### config.mk
export PLATFORM = sky130hd
export DESIGN_NAME = seq_mult16x19_ctrl
export DESIGN_NICKNAME = d
export VERILOG_FILES = /design/src/rtl/seq_mult16x19_ctrl.sv
export SDC_FILE = /design/constraint.sdc
export NUM_CORES = 1
export LEC_CHECK = 0
export BUFFER_PORTS_ARGS = -buffer_cell sky130_fd_sc_hd__buf_2
export CAP_MARGIN = 20
export CORE_MARGIN = 4
export CORE_UTILIZATION = 30
export CTS_BUF_LIST = sky130_fd_sc_hd__clkbuf_4 sky130_fd_sc_hd__clkbuf_8 sky130_fd_sc_hd__clkbuf_16
export CTS_CLUSTER_DIAMETER = 30
export DETAILED_ROUTE_END_ITERATION = 7
export GPL_ROUTABILITY_DRIVEN = 0
export GPL_TIMING_DRIVEN = 1
export SYNTH_ARGS = -nofsm -noshare
export SYNTH_HDL_FRONTEND = slang
export SYNTH_SLANG_ARGS = --single-unit
### constraint.sdc
create_clock -name clk -period 2.15 [get_ports clk]
set_input_delay 0.215 -clock clk [delete_from_list [all_inputs] [get_ports clk]]
set_output_delay 0.215 -clock clk [all_outputs]
set_load 0.005 [all_outputs]
### src/rtl/seq_mult16x19_ctrl.sv
// seq_mult16x19_ctrl: sequential shift-add multiplier controller.
// Computes an unsigned MCAND_W x MPLR_W product. It consumes one multiplier bit
// per cycle, starting from the MSB. The adder sits outside this block: the block
// drives the adder through add_a/add_b and takes add_sum back into the accumulator.
// Optional build macro EARLY_TERM_EN: a start with a zero operand skips the RUN
// phase and completes immediately with product 0.
module seq_mult16x19_ctrl #(
    parameter int MCAND_W = 16,
    parameter int MPLR_W  = 19,
    parameter int PROD_W  = 35
) (
    input  logic               clk,
    input  logic               rst_n,
    input  logic               start,
    input  logic [MCAND_W-1:0] mcand,
    input  logic [MPLR_W-1:0]  mplr,
    output logic               busy,
    output logic               done,
    output logic [PROD_W-1:0]  product,
    output logic [PROD_W-1:0]  add_a,
    output logic [MCAND_W-1:0] add_b,
    input  logic [PROD_W:0]    add_sum
);

    localparam int CNT_W = $clog2(MPLR_W);
    localparam logic [CNT_W-1:0] CNT_LAST = CNT_W'(MPLR_W - 1);

    typedef enum logic [1:0] {
        S_IDLE = 2'd0,
        S_RUN  = 2'd1,
        S_DONE = 2'd2
    } state_t;

    state_t             state_q, state_d;
    logic [PROD_W-1:0]  acc_q, acc_d;
    logic [MCAND_W-1:0] mcand_q, mcand_d;
    logic [MPLR_W-1:0]  mplr_q, mplr_d;
    logic [CNT_W-1:0]   cnt_q, cnt_d;
    logic [PROD_W-1:0]  product_q, product_d;

    // The final product fits in PROD_W bits, so the adder carry-out is always 0.
    logic sum_msb_unused;
    assign sum_msb_unused = add_sum[PROD_W];

    // Next-state, datapath update and adder operand selection.
    always_comb begin
        state_d   = state_q;
        acc_d     = acc_q;
        mcand_d   = mcand_q;
        mplr_d    = mplr_q;
        cnt_d     = cnt_q;
        product_d = product_q;
        add_a     = '0;
        add_b     = '0;
        case (state_q)
            S_IDLE: begin
                if (start) begin
                    mcand_d = mcand;
                    mplr_d  = mplr;
                    acc_d   = '0;
                    cnt_d   = CNT_LAST;
                    state_d = S_RUN;
`ifdef EARLY_TERM_EN
                    if ((mcand == '0) || (mplr == '0)) begin
                        product_d = '0;
                        state_d   = S_DONE;
                    end
`else
`endif
                end
            end
            S_RUN: begin
                // MSB-first: double the running sum, then add the multiplicand if the current bit is set.
                add_a = {acc_q[PROD_W-2:0], 1'b0};
                add_b = mplr_q[cnt_q] ? mcand_q : '0;
                acc_d = add_sum[PROD_W-1:0];
                if (cnt_q == '0) begin
                    product_d = add_sum[PROD_W-1:0];
                    state_d   = S_DONE;
                end else begin
                    cnt_d = cnt_q - CNT_W'(1);
                end
            end
            S_DONE: begin
                state_d = S_IDLE;
            end
            default: begin
                state_d = S_IDLE;
            end
        endcase
    end

    // State and datapath registers with synchronous active-low reset.
    always_ff @(posedge clk) begin
        if (!rst_n) begin
            state_q   <= S_IDLE;
            acc_q     <= '0;
            mcand_q   <= '0;
            mplr_q    <= '0;
            cnt_q     <= '0;
            product_q <= '0;
        end else begin
            state_q   <= state_d;
            acc_q     <= acc_d;
            mcand_q   <= mcand_d;
            mplr_q    <= mplr_d;
            cnt_q     <= cnt_d;
            product_q <= product_d;
        end
    end

    assign busy    = (state_q != S_IDLE);
    assign done    = (state_q == S_DONE);
    assign product = product_q;

endmodule
==> results by group, run 1 <==
Synth
  – Synthesis warning total: 0
  – Avg Synthesized Cell Area: 7.73 um2
  – Number of enable flip-flop cells after synthesis: 0
  – Top-area cell type share of the netlist area: 0.486
  – Yosys top cell by area: dfxtp_1
  – Syn_nets: 667
  – Cells after synthesis: 592
  – Share of synthesized registers carrying an async set or reset: 0
  – Synth area leaders: dfxtp_1 (49%), nand2_1 (14%), a21oi_1 (12%), and2_1 (4.6%), nand3_1 (3.9%)
  – Yosys cell types: 41
  – Seq/Total Area, Yosys: 0.486
  – Synth Cell Area: 4580 um2
  – Ys flop type: dfxtp_1
  – Seq cells post-synth: 111

GRT
  – Met1 GRT Util: 0.195
  – GRT overflow: 0
  – Global Route Usage Sum: 0.145
  – Global-route wire length before repair: 20,700 um
  – Met2 usage: 0.222
  – Initial antenna violation count: 0
  – Number of global-route vias before repair: 3,990
  – GR met3 Demand/Resource: 0.0371
  – Pin count of the biggest net entering global routing: 75
  – Busiest grt layer: met2

STA
  – Final TNS setup: 0 ps
  – Achievable Freq: 474 MHz
  – Relative slew slack: 0.650
  – Count of pins over their slew limit: 0
  – Final hold vios: 0
  – Clk_skew: 4.53 ps
  – Setup-failing EPs final: 0
  – Final min period: 2110 ps
  – Unrepaired setup endpoints after global routing: true
  – Worst-Margin Slew: 525 ps
  – Crit share post-route: 0.980

Floorplan
  – Core Area: 14,800 um2
  – Die Y: 132 um
  – Starting density of the core: 0.310
  – Die Wd: 132 um
  – # rows: 44
  – Die area: 17,300 um2
  – Ports: 162

CTS
  – Longest Clk Path Bufs: 2
  – Root cell of the clock tree: clkbuf_16
  – Hold buffers post-CTS: 0
  – CTS tree: done
  – Worst-Skew Late Latency: 350 ps
  – CTS clock-pin slew for the worst setup and hold paths: 70 ps
  – H-tree depth: 3
  – CTS Buf Count: 9
  – Num Clock Sinks: 111

Detailed routing
  – Initial DRC count: 233
  – Routed wire per std cell: 14.1 um
  – DRT antenna net count: 0
  – Via count: 4,358
  – DR pass1 iterations: 4
  – Via/cell ratio: 4.72
  – Drt total wl: 13,000 um
  – DR DRC count: 0

Finish
  – Layout area overhead: 31.0%
  – Register area: 2230 um2
  – Fin area: 6000 um2
  – N_diodes: 0
  – Multi-input gate area: 2140 um2
  – NumNets Final: 809
  – Fill count: 1,592
  – Layout cells sized above 1: 0.291

Power
  – Peak supply drop: 0.414 mV
  – Leak pwr: 2.56 nW
  – Power Dens Cells: 825 nW/um2

Setup path
  – CP max-delay cell: mux4_2
  – Crit start category: register
  – WS Path Type: register to output pin
  – CP Cell Sequence: mux4_2 > o2111ai_4 > buf_12 > a31oi_1 > buf_2
  – CP max stage delay: 540 ps
  – CP top delay family: multiplexers
  – Crit path buf inv count: 2
  – CP Capture Type: output pin
  – CP Max Fanout: 16
  – WP data required: 1930 ps
  – CP Data Arrival Time: 1890 ps

Placement
  – Post-DP Area: 5590 um2
  – Port buffer count: 159
  – Post-DP HPWL: 8690 um

Min path
  – Hold crit path type: input pin to register

Flow run
  – Max Cap Viol: 0

Run status
  – Outcome: completed
[final cells by class]
cell class / instances / share of cell area
sequential: 111 / 0.371
multi-input combinational: 415 / 0.357
timing repair buffer: 177 / 0.168
clock buffer: 12 / 0.0434
tap: 184 / 0.0384
inverter: 20 / 0.0127
clock inverter: 4 / 0.00876
[cell usage after synthesis, drive strengths merged (2+ instances only)]
cell    number
mux2i        4
nand2b       3
nor3         2
o21ai        2
a22oi        2
and2        34
nand3       36
a21oi      109
mux4         2
clkbuf      30
nor2         8
nor2b        3
dfxtp      111
inv         20
buf         17
nand4        3
a31oi       16
nand2      176
[where the power goes]
| part | leakage, nW | switching, mW | internal [mW] |
|---|---|---|---|
| clock network | 0.157 | 0.757 | 0.986 |
| registers | 0.907 | 0.0961 | 2.21 |
| logic | 1.50 | 0.539 | 0.361 |
| total | 2.56 | 1.39 | 3.56 |
[worst paths after layout]
check | startpoint | to | slack, ps | cells past startpoint
worst max-delay path | cnt_q[2]$_SDFFE_PN0P_ | add_b[11] | 40 | 5
worst min-delay path | mplr[7] | mplr_q[7]$_SDFFE_PN0P_ | 100 | 3
worst max register to register | cnt_q[1]$_SDFFE_PN0P_ | cnt_q[1]$_SDFFE_PN0P_ | 160 | 5
worst min register to register | product[20]$_SDFFE_PN0P_ | product[20]$_SDFFE_PN0P_ | 450 | 2
[flip-flops by register name, indices dropped and copies added (netlist names)]
name     cells
mplr_q      19
acc_q       34
product     35
mcand_q     16
cnt_q        5
state_q      2
[cells in the final DEF, fill, tap and decap left out, drive strengths merged, types with 2 or more instances in the layout]
cell type  count
and2          34
nor3           2
nand2b         3
nand2        176
clkinv         3
clkbuf        12
a31oi         16
nand3         36
a22oi          2
mux2i          4
dfxtp        111
buf          177
nor2b          3
inv           20
nand4          4
mux4           2
a21oi        109
nor2           8
o21ai          2
[tightest hold or removal path, stage by stage]
cell and delay (ps):
buf_2 90, nand2_1 50, a21oi_1 50
[repair_timing]
action | in CTS | in global routing
cloned | 1 | 0
buffers inserted | 3 | 0
pin swaps | 3 | 1
endpoints found under the setup margin | 16 | 16
resized for setup | 8 | 5
[kinds of logic (layout without fill, tap and decap cells)]
logic type,after synthesis,in the layout,synth area share
AO/OA/AOI/OAI,134,134,0.160
multiplexers,6,6,0.0194
other,1,1,0.000819
adder cells (fa/ha/maj),1,1,0.00273
AND/OR/NAND/NOR,272,273,0.270
buffers and inverters,67,213,0.0615
flip-flops,111,111,0.486
[metrics by stage]
step | hold slack [ps] | worst slack (ps) | instances | power (mW) | util
6_report | 99.5 | 42.1 | 923 | 4.95 | 0.406
5_1_grt | 88.3 | -48.0 | 923 | 5.21 | 0.406
4_1_cts | 82.2 | 28.0 | 923 | 5.01 | 0.406
3_5_place_dp | 444 | 184 | 903 | 3.21 | 0.379
3_3_place_gp | 440 | 254 | 903 | 3.20 | 0.379
2_1_floorplan | 351 | 416 | 592 | 2.87 | -
[routing by layer]
layer | vias up | share of wire
met2 | 125 | 0.44
met4 | 0 | 0.025
met5 | - | 0
met3 | 28 | 0.053
li1 | 2237 | -
met1 | 1968 | 0.48
Power figures use the tool's default switching activity.
==> run 2: changes to the inputs <==
Settings changed: PLACE_DENSITY_LB_ADDON set to 0.12.
==> run 2 against run 1 <==
Effect of this change: sequential cell count unchanged; largest power group unchanged; worst setup slack got worse by 4.8 ps; fmax down 0.23%; clock skew grew 2.7 ps; non-clock buffer count rose by 4.
==> results by group, run 2 (synthesis gave the netlist of run 1 again) <==
Detailed routing
  – Via/cell ratio: 4.76
  – Via count: 4,415
  – DR pass1 iterations: 4
  – DRT antenna net count: 0
  – Routed wire per std cell: 14.3 um
  – Initial DRC count: 207
  – DR DRC count: 0
  – Drt total wl: 13,200 um

Flow run
  – Max Cap Viol: 0

Power
  – Leak pwr: 2.58 nW
  – Power consumption: 4.90 mW
  – Peak supply drop: 0.420 mV
  – Power Dens Cells: 816 nW/um2

Setup path
  – WS Path Type: register to output pin
  – CP Capture Type: output pin
  – Crit start category: register
  – WP data required: 1930 ps
  – CP Data Arrival Time: 1900 ps
  – CP Cell Sequence: mux4_2 > o2111ai_4 > buf_12 > a31oi_1 > buf_2
  – CP Max Fanout: 16
  – CP max-delay cell: mux4_2
  – Reg2Reg Depth: 5
  – CP max stage delay: 540 ps

Finish
  – Commonest non-fill, non-tap cell in the layout: nand2_1
  – Finished Core Util: 0.407
  – Max reg flops: 35
  – N_diodes: 0
  – Fin area: 6000 um2
  – NumNets Final: 813
  – Most frequent cells in the layout: nand2_1 (176), buf_2 (159), dfxtp_1 (109)
  – Layout area overhead: 31.1%
  – Layout cells sized above 1: 0.293

Floorplan
  – Die area: 17,300 um2
  – Die Wd: 132 um
  – Starting density of the core: 0.310
  – Core Area: 14,800 um2
  – Die Y: 132 um
  – # rows: 44
  – Ports: 162

GRT
  – GRT overflow: 0
  – Pin count of the biggest net entering global routing: 48
  – Initial antenna violation count: 0
  – Global-route wire length before repair: 21,700 um
  – Number of global-route vias before repair: 4,294
  – Global Route Usage Sum: 0.152

STA
  – Count of pins over their slew limit: 0
  – Unrepaired setup endpoints after global routing: true
  – Clk_skew: 7.26 ps
  – Setup-failing EPs final: 0
  – Final hold vios: 0
  – Fin Hold WS: 103 ps
  – Final min period: 2110 ps
  – Achievable Freq: 473 MHz
  – Final TNS setup: 0 ps
  – Crit share post-route: 0.983

CTS
  – H-tree depth: 3
  – Root cell of the clock tree: clkbuf_16
  – CTS Buf Count: 9
  – Longest Clk Path Bufs: 2
  – CTS clock-pin slew for the worst setup and hold paths: 70 ps
  – Num Clock Sinks: 111
  – CTS tree: done
  – Worst-Skew Late Latency: 350 ps

Run status
  – Outcome: completed

Placement
  – Port buffer count: 159
  – Post-DP Area: 5580 um2
  – Post-DP HPWL: 9150 um

Min path
  – Worst hold stages: 3
  – Hold crit path type: input pin to register
## run 2: worst paths after layout
check	start	to	slack (ps)
hold reg to reg	product[20]$_SDFFE_PN0P_	product[20]$_SDFFE_PN0P_	450
setup reg to reg	cnt_q[1]$_SDFFE_PN0P_	cnt_q[1]$_SDFFE_PN0P_	200
hold / removal	mplr[5]	mplr_q[5]$_SDFFE_PN0P_	100
setup / recovery	cnt_q[2]$_SDFFE_PN0P_	add_b[1]	40
## run 2: final cells by class
| cell class | count | area (um2) |
|---|---|---|
| clock buffer | 12 | 254 |
| clock inverter | 4 | 45.0 |
| fill | 1580 | 8750 |
| inverter | 20 | 76.3 |
| multi-input combinational | 415 | 2140 |
| sequential | 111 | 2230 |
| tap | 184 | 230 |
| timing repair buffer | 181 | 1030 |
## run 2: where the power goes
| group | switching (mW) | internal [mW] | total [mW] |
|---|---|---|---|
| clock | 0.728 | 0.957 | 1.68 |
| sequential | 0.0984 | 2.21 | 2.31 |
| combinational | 0.538 | 0.370 | 0.908 |
| total | 1.36 | 3.54 | 4.90 |
## run 2: per-layer routing
metal | GRT usage | vias to the layer above | wire, um
li1 | - | 2242 | -
met1 | 0.199 | 2038 | 6310
met2 | 0.240 | 119 | 6010
met3 | 0.0386 | 16 | 696
met4 | 0.0595 | 0 | 228
met5 | 0 | - | 0
## run 2: per-stage QoR
stage | worst slack (ps) | instances
6_report | 37.3 | 927
5_1_grt | -39.3 | 927
4_1_cts | 17.5 | 923
3_5_place_dp | 102 | 903
3_3_place_gp | 201 | 903
2_1_floorplan | 416 | 592
## run 2: worst max-delay path, delay by kind of cell, from the launching register on
| kind | cells | cell delay (ps) |
|---|---|---|
| AO/OA/AOI/OAI | 2 | 330 |
| buffers and inverters | 2 | 310 |
| flip-flops | 1 | 380 |
| multiplexers | 1 | 540 |
## run 2: what timing repair did
| action | 4_1_cts | 5_1_grt |
|---|---|---|
| cloned | 1 | 0 |
| endpoints found under the setup margin | 16 | 17 |
| setup buffers | 3 | 4 |
| hold buffers | 0 | 0 |
| resized for setup | 8 | 4 |
| pin swaps | 3 | 0 |
| hold endpoints to repair | 0 | 0 |
==> run 3: changes to the inputs <==
Settings changed: CORE_ASPECT_RATIO set to 0.5, CORE_MARGIN 4 to not set, SETUP_SLACK_MARGIN set to 0.5.
==> run 3 against run 2 <==
Effect of this change: worst setup slack lost 4.0 ps; total power grew 3.5%; die area decreased by 8.7%; routed wire length increased by 8.0%; cell count is 2.8% higher; non-clock buffer count rose by 13; clock power down 5%; first-iteration DRC count down 3.4%; utilization rose by 4.7 points; sequential power hardly changed; clock-buffer cell count is 1 lower; via count increased by 1.6%; largest cell class is now multi-input combinational cells; highest routed layer unchanged.
==> results by group, run 3 (synthesis gave the netlist of run 1 again) <==
STA
  – Crit share post-route: 0.984
  – Count of pins over their slew limit: 0
  – Achievable Freq: 472 MHz
  – Clk_skew: 9.98 ps
  – Setup-failing EPs final: 0
  – Final min period: 2120 ps
  – Final hold vios: 0
  – Fin Hold WS: 97.2 ps
  – Relative slew slack: 0.654
  – Unrepaired setup endpoints after global routing: true
  – Post-route setup slack: 33.3 ps
  – Worst-Margin Slew: 519 ps

Setup path
  – CP Capture Type: output pin
  – CP Max Fanout: 9
  – Worst R2R Setup Slack: 470 ps
  – Reg2Reg Depth: 5
  – CP startpoint: cnt_q[2]$_SDFFE_PN0P_
  – CP Data Arrival Time: 1900 ps
  – WS Path Type: register to output pin
  – R2R Path Start: cnt_q[1]$_SDFFE_PN0P_
  – WP data required: 1930 ps
  – Worst Setup EP: add_b[11]
  – FF-to-FF End: cnt_q[3]$_SDFFE_PN0P_
  – Crit start category: register

Finish
  – Most frequent cells in the layout: nand2_1 (176), buf_2 (125), a21oi_1 (106), dfxtp_1 (106), buf_6 (42)
  – Fill count: 1,537
  – Finished Core Util: 0.454
  – Layout cells sized above 1: 0.366
  – Layout area overhead: 45.4%
  – N_diodes: 0
  – Max reg flops: 35
  – Commonest non-fill, non-tap cell in the layout: nand2_1
  – NumNets Final: 825

CTS
  – Hold buffers post-CTS: 0
  – CTS clock-pin slew for the worst setup and hold paths: 80 ps
  – H-tree depth: 3
  – Num Clock Sinks: 111
  – CTS Buf Count: 9
  – Worst-Skew Late Latency: 340 ps
  – Longest Clk Path Bufs: 2
  – CTS tree: done
  – Root cell of the clock tree: clkbuf_16

Power
  – Power consumption: 5.07 mW
  – Peak supply drop: 0.335 mV
  – Power Dens Cells: 762 nW/um2
  – Leak pwr: 2.77 nW

Floorplan
  – Ports: 162
  – Die Y: 89.3 um
  – Die Wd: 177 um
  – Starting density of the core: 0.312
  – Die area: 15,800 um2
  – # rows: 31
  – Core Area: 14,700 um2

GRT
  – Initial antenna violation count: 0
  – GRT overflow: 0
  – Global-route wire length before repair: 21,500 um
  – Pin count of the biggest net entering global routing: 49
  – Number of global-route vias before repair: 4,055
  – Global Route Usage Sum: 0.175

Run status
  – Outcome: completed

Placement
  – Port buffer count: 159
  – Post-DP HPWL: 8230 um
  – Pre-CTS setup slack: 94.2 ps

Detailed routing
  – Top sig layer: met4
  – Drt total wl: 14,300 um
  – Met1 WL: 7040 um
  – Via count: 4,484
  – Met3 WL: 617 um
  – Routed wire per std cell: 15.0 um
  – DR pass1 iterations: 4
  – DR DRC count: 0
  – DRT antenna net count: 0
  – DR WL met2: 6530 um
  – Initial DRC count: 200
  – Via/cell ratio: 4.71

Min path
  – Hold crit path type: input pin to register
  – HP Start: mplr[16]

Flow run
  – Max Cap Viol: 0
## run 3: through the flow
stage,cell area (um2),setup TNS [ps],cells
2_1_floorplan,4580,0,592
6_report,6650,0,953
3_3_place_gp,5600,0,915
4_1_cts,6270,0,947
5_1_grt,6650,-492,953
3_5_place_dp,5600,0,915
## run 3: final cells by class
type	count	area [um2]	area share
Sequential cell	111	2240	0.336
Clock buffer	11	240	0.0361
Tap cell	198	248	0.0372
Multi-Input combinational cell	414	2250	0.338
Clock inverter	5	35.0	0.00527
Timing Repair Buffer	194	1560	0.235
Inverter	20	81.3	0.0122
## run 3: power by group
part           leakage, nW  switching [mW]  internal (mW)
combinational         1.74           0.613          0.554
sequential           0.909           0.101           2.21
clock                0.125           0.781          0.812
total                 2.77            1.49           3.58
## run 3: worst min-delay path by stage
| stage | endpoint | cells past startpoint | slack (ps) |
|---|---|---|---|
| finish | mplr_q[16]$_SDFFE_PN0P_ | 3 | 100 |
| detailed placement | product[18]$_SDFFE_PN0P_ | 2 | 440 |
| CTS | mcand_q[2]$_SDFFE_PN0P_ | 3 | 90 |
| floorplan | cnt_q[2]$_SDFFE_PN0P_ | 2 | 350 |
| global placement | product[22]$_SDFFE_PN0P_ | 2 | 440 |
| global route | mcand_q[4]$_SDFFE_PN0P_ | 3 | 100 |
## run 3: routing by layer
layer	global-route usage	up-vias
met3	0.0391	9
met5	0	-
li1	-	2273
met2	0.284	96
met4	0.0313	0
met1	0.240	2106
## run 3: worst max-delay path, cell delays in order, from the launching register on
cell	delay [ps]
dfxtp_4	380
mux4_2	530
o2111ai_4	250
buf_6	170
a31oi_1	90
buf_2	130
## run 3: repair_timing
action / 4_1_cts / 5_1_grt
endpoints found under the setup margin: 90 / 148
buffers inserted: 8 / 5
pin swaps: 12 / 2
hold endpoints to repair: 0 / 0
gates cloned: 8 / 1
resized for setup: 44 / 71
